### src/rtl/instr_fetch_queue.sv
// Fetch queue: issues in-order imem requests for PC, tags responses with their PC and buffers them for decode.
// Optional FETCH_STATS_EN adds saturating StatFetched/StatDropped counters.
module instr_fetch_queue #(
  parameter int DEPTH = 4
) (
  input  logic        CLK,
  input  logic        Reset,
  input  logic [31:0] PC,
  input  logic        PCValid,
  output logic        PCReady,
  input  logic        Flush,
  output logic        IMemReq,
  output logic [31:0] IMemAddr,
  input  logic        IMemGnt,
  input  logic        IMemRValid,
  input  logic [31:0] IMemRData,
  output logic        InstrValid,
  input  logic        DecReady,
  output logic [31:0] Instr,
  output logic [31:0] InstrPC,
  output logic [31:0] InstrPCPlus4
`ifdef FETCH_STATS_EN
  ,
  output logic [31:0] StatFetched,
  output logic [31:0] StatDropped
`endif
);
  localparam int PtrW = $clog2(DEPTH);
  localparam int CntW = PtrW + 1;

  // state | meaning
  // RUN   | normal fetch; requests issued while credit remains
  // DRAIN | flushed with fetches outstanding; their responses are discarded
  typedef enum logic {RUN = 1'b0, DRAIN = 1'b1} state_e;
  state_e state_q, state_d;

  logic [31:0]     q_instr_q [DEPTH];
  logic [31:0]     q_pc_q    [DEPTH];
  logic [31:0]     tag_q     [DEPTH];
  logic [PtrW-1:0] wr_ptr_q, wr_ptr_d, rd_ptr_q, rd_ptr_d;
  logic [PtrW-1:0] tag_wr_q, tag_wr_d, tag_rd_q, tag_rd_d;
  logic [CntW-1:0] count_q, count_d, inflight_q, inflight_d, discard_q, discard_d;
  logic [CntW:0]   occupancy;
  logic            credit_ok, req, grant, drop, push, pop;

  // Credit counts in-flight fetches so a response always finds a free slot.
  assign occupancy = {1'b0, count_q} + {1'b0, inflight_q};
  assign credit_ok = occupancy < (CntW+1)'(DEPTH);
  assign grant     = req & IMemGnt;
  assign drop      = IMemRValid & (Flush | (discard_q != '0));
  assign push      = IMemRValid & ~drop;
  assign pop       = InstrValid & DecReady & ~Flush;

  always_ff @(posedge CLK) begin
    if (Reset) state_q <= RUN;
    else       state_q <= state_d;
  end

  always_comb begin
    state_d = RUN;
    if (discard_d != '0) state_d = DRAIN;
  end

  always_comb begin
    req = 1'b0;
    if (state_q == RUN) req = PCValid & ~Flush & credit_ok;
  end

  always_comb begin
    wr_ptr_d   = wr_ptr_q + PtrW'(push);
    rd_ptr_d   = rd_ptr_q + PtrW'(pop);
    count_d    = count_q + CntW'(push) - CntW'(pop);
    tag_wr_d   = tag_wr_q + PtrW'(grant);
    tag_rd_d   = tag_rd_q + PtrW'(IMemRValid);
    inflight_d = inflight_q + CntW'(grant) - CntW'(IMemRValid);
    discard_d  = discard_q;
    if (Flush) begin
      count_d   = '0;
      wr_ptr_d  = rd_ptr_q;
      discard_d = inflight_q - CntW'(IMemRValid);
    end else if (IMemRValid && (discard_q != '0)) begin
      discard_d = discard_q - CntW'(1);
    end
  end

  always_ff @(posedge CLK) begin
    if (Reset) begin
      wr_ptr_q   <= '0;
      rd_ptr_q   <= '0;
      count_q    <= '0;
      tag_wr_q   <= '0;
      tag_rd_q   <= '0;
      inflight_q <= '0;
      discard_q  <= '0;
    end else begin
      wr_ptr_q   <= wr_ptr_d;
      rd_ptr_q   <= rd_ptr_d;
      count_q    <= count_d;
      tag_wr_q   <= tag_wr_d;
      tag_rd_q   <= tag_rd_d;
      inflight_q <= inflight_d;
      discard_q  <= discard_d;
    end
  end

  // Storage needs no reset: outputs are gated by InstrValid.
  always_ff @(posedge CLK) begin
    if (push) begin
      q_instr_q[wr_ptr_q] <= IMemRData;
      q_pc_q[wr_ptr_q]    <= tag_q[tag_rd_q];
    end
    if (grant) tag_q[tag_wr_q] <= PC;
  end

  assign IMemReq      = req;
  assign IMemAddr     = PC;
  assign PCReady      = grant;
  assign InstrValid   = (count_q != '0);
  assign Instr        = InstrValid ? q_instr_q[rd_ptr_q] : 32'h0;
  assign InstrPC      = InstrValid ? q_pc_q[rd_ptr_q] : 32'h0;
  assign InstrPCPlus4 = InstrValid ? (q_pc_q[rd_ptr_q] + 32'd4) : 32'h0;

`ifdef FETCH_STATS_EN
  logic [31:0] fetched_q, dropped_q, drop_n;
  logic [32:0] fetched_sum, dropped_sum;

  // Entries cleared by a flush count as dropped alongside discarded responses.
  assign drop_n      = 32'(drop) + (Flush ? 32'(count_q) : 32'd0);
  assign fetched_sum = {1'b0, fetched_q} + 33'(push);
  assign dropped_sum = {1'b0, dropped_q} + {1'b0, drop_n};

  always_ff @(posedge CLK) begin
    if (Reset) begin
      fetched_q <= '0;
      dropped_q <= '0;
    end else begin
      fetched_q <= fetched_sum[32] ? 32'hFFFF_FFFF : fetched_sum[31:0];
      dropped_q <= dropped_sum[32] ? 32'hFFFF_FFFF : dropped_sum[31:0];
    end
  end

  assign StatFetched = fetched_q;
  assign StatDropped = dropped_q;
`endif

endmodule
### config.mk
export PLATFORM = sky130hd
export DESIGN_NAME = instr_fetch_queue
export DESIGN_NICKNAME = d
export VERILOG_FILES = /design/src/rtl/instr_fetch_queue.sv
export SDC_FILE = /design/constraint.sdc
export NUM_CORES = 1
export LEC_CHECK = 0
export BUFFER_PORTS_ARGS = -buffer_cell sky130_fd_sc_hd__buf_2
export CAP_MARGIN = 30
export CORE_MARGIN = 5
export CORE_UTILIZATION = 45
export CTS_CLUSTER_DIAMETER = 100
export DETAILED_ROUTE_END_ITERATION = 8
export PLACE_DENSITY = 0.68
export RECOVER_POWER = 100
export SETUP_SLACK_MARGIN = 0.2
export SLEW_MARGIN = 10
export SYNTH_ARGS = -nofsm -noshare
export SYNTH_HDL_FRONTEND = slang
export SYNTH_SLANG_ARGS = --single-unit
### constraint.sdc
create_clock -name CLK -period 7.7 [get_ports CLK]
set_clock_uncertainty 0.15 [all_clocks]
set_input_delay 0.385 -clock CLK [delete_from_list [all_inputs] [get_ports CLK]]
set_output_delay 0.385 -clock CLK [all_outputs]
set_load 0.02 [all_outputs]
==> flow_summary.ini <==
[floorplanning]
initial_core_util_pct = 45.5
die_w_um = 200
io_pins = 202
num_rows = 69
dieHeight_um = 200
die_area_mm2 = 0.0399
core_area_mm2 = 0.0356

[synthesis]
synth_cells = 836
async_reset_ff_share_pct = 0
yosys_register_bits = 402
yosys.area.top_type = edfxtp_1
synth_edf_count = 384
yosysWarnings = 0
synth.area.top_cells = edfxtp_1, mux4_2, and2_1
syn-mean-instance-area_um2 = 19.4
ys_seq_area_share_pct = 73.5
synth_cell_types = 38
yosysTopAreaCellShare_pct = 71.2
yosys-top-cells-count = edfxtp_1, mux4_2, and2_1
synthFlopType = edfxtp_1
synth_nets = 924
syn_area_mm2 = 0.0162
yosysMostFrequentCell = edfxtp_1

[grt]
grt_pass1_vias = 8994
grt_usage_pct = 17.2
grt_max_degree = 55
grt_overflow = 0
antenna_found_initial = 1
grt_pass1_wl_um = 52400

[cts]
cts_resized = 0
cts_sinks = 402
clock_latency_ps = 520
numCtsBuffers = 42
hold_buffers = 64
cts_setup_buffers = 0
cts_root_buf = clkbuf_16
cts_tree = done
h-tree-depth = 2
max-clock-path-buffers = 3
cts.clk_slew.worst_paths_ps = 60

[run_status]
status = complete, but fails checks
violations = capacitance limit, slew limit

[timing]
slew_headroom_pct = -137
tightest_slew_ps = 3550
rsz0062_at_grt = no
min_period_over_period_pct = 72.2
fin_tns_setup_ps = 0
setup_viol = 0
max_freq_mhz = 180
min_period_ps = 5560
maxSlewViolCount = 455
hold_viol_final = 0
whs_ps = 99.6

[power_and_ir_drop]
power.leakage_nw = 6.17
swShare_pct = 21.9
internal-power_mw = 3.68
pwr-share-seq_pct = 52.8
max-vdd-ir-drop_v = 0.000184
power.switching_mw = 1.03
pwr-share-comb_pct = 8.3
p_clk_share_pct = 39.0
finalPower_mw = 4.71
power_density_mw_per_mm2 = 246

[route]
detail-route-antenna-nets = 0
drtIter0Drc = 486
wire_per_inst_um = 21.6
viasPerCell = 5.33
firstDrtPassIters = 4
remaining_drc_errors = 0
vias = 8446
routed_wl_um = 34200

[layout]
syn_to_final_growth_pct = 18.4
design_area_mm2 = 0.0192
num_antenna_cells = 0
final_cells = 1584
drive_gt1_share_pct = 20.4
final_nets = 1179

[placed_design]
numPortBuffers = 201
placed_cells = 1442
dpl_cell_area_mm2 = 0.0175
routabilityCongestion = 0.792
dpl.hpwl_um = 21200

[critical_path]
arrival_ps = 5020
crit_path_max_fanout = 36
rr_startpoint = discard_q[0]
r2r_end = q_instr_q[1][12]
end_kind = primary output
crit_start = rd_ptr_q[0]
cp_data_required_time_ps = 7160
r2r_cells = 8
path_class = reg -> out
r2r_setup_slack_ps = 2240
start_kind = flop

[worst_hold_path]
whs_endpoint = inflight_q[1]
min_path_cells = 2
min_from = Reset
hold_class = in -> reg

[job]
maxCapViolations = 13
-- power by group through the flow --
| stage | registers [mW] | clock network, mW | logic, mW |
|---|---|---|---|
| after floorplan | 2.53 | 0 | 0.256 |
| after global placement | 2.53 | 0 | 0.364 |
| after detailed placement | 2.54 | 0 | 0.374 |
| after CTS | 2.49 | 1.88 | 0.401 |
| after global routing | 2.49 | 1.97 | 0.427 |
| final | 2.49 | 1.84 | 0.389 |
-- metal layers --
metal	track usage [%]	vias up	wire length [µm]
met2	29.0	261	17000
met4	4.50	2	784
met5	0	-	7
li1	-	3802	-
met1	23.7	4319	14600
met3	2.51	62	1860
-- worst max-delay path: stages, from the launching register on --
cell and delay (ps):
dfxtp_4 820, clkbuf_1 2010, mux4_2 760, and3_1 230, nand3_1 100, mux2_2 350, clkbuf_1 170
-- placed cells by master (no fill, tap or decap), types with 2 or more instances in the layout --
cell / instances
dfxtp_4: 2
dlygate4sd3_1: 64
and2_1: 9
nor4_1: 5
fa_1: 2
xnor2_1: 17
mux2_2: 8
nor2_1: 37
nor3_1: 9
nor3b_1: 6
dfxtp_1: 15
nand3_1: 15
clkbuf_16: 43
or3_1: 5
and3_1: 7
edfxtp_1: 384
or4_1: 6
xor2_1: 4
a21oi_1: 13
and2_0: 52
mux4_2: 96
clkinv_1: 9
nand2_1: 10
nor2b_1: 4
clkbuf_1: 166
nand4_1: 4
inv_1: 18
clkinv_2: 7
o21ai_0: 9
o31ai_1: 3
buf_2: 62
ha_1: 15
-- sequential cells by signal, indices dropped and copies added (netlist names) --
| name | count |
|---|---|
| tag_rd_q | 2 |
| inflight_q | 3 |
| count_q | 3 |
| rd_ptr_q | 2 |
| discard_q | 3 |
| tag_q | 128 |
| state_q | 1 |
| wr_ptr_q | 2 |
| q_pc_q | 128 |
| q_instr_q | 128 |
| tag_wr_q | 2 |
-- cell families after synthesis --
logic type / count (synthesis) / share of synthesized area (%)
AO/OA/AOI/OAI: 27 / 0.912
XOR/XNOR: 21 / 1.14
multiplexers: 105 / 14.0
flip-flops: 402 / 73.5
adder cells (fa/ha/maj): 17 / 1.41
AND/OR/NAND/NOR: 176 / 6.14
buffers and inverters: 88 / 2.95
-- through the flow --
step	util [%]	setup slack, ps
6_report	53.9	2140
5_1_grt	53.9	1520
4_1_cts	54.6	3120
3_5_place_dp	49.3	3680
3_3_place_gp	49.2	3700
2_1_floorplan	-	1120
-- how the worst max path moves through the flow --
stage,cells after the start,end,slack [ps]
2_1_floorplan,5,q_instr_q[2][0],1120
3_3_place_gp,7,InstrPCPlus4[24],3700
3_5_place_dp,7,InstrPCPlus4[24],3680
4_1_cts,7,InstrPCPlus4[24],3120
5_1_grt,6,InstrPCPlus4[30],1520
6_report,6,InstrPCPlus4[30],2140
-- layout make-up --
type / instances / area, µm²
sequential: 402 / 11900
timing repair buffer: 281 / 1550
multi-input combinational: 346 / 3820
clock buffer: 57 / 1130
inverter: 18 / 67.6
clock inverter: 19 / 115
fill: 2904 / 16400
tap: 461 / 577
Note: power is estimated with default switching activity, not from simulation.
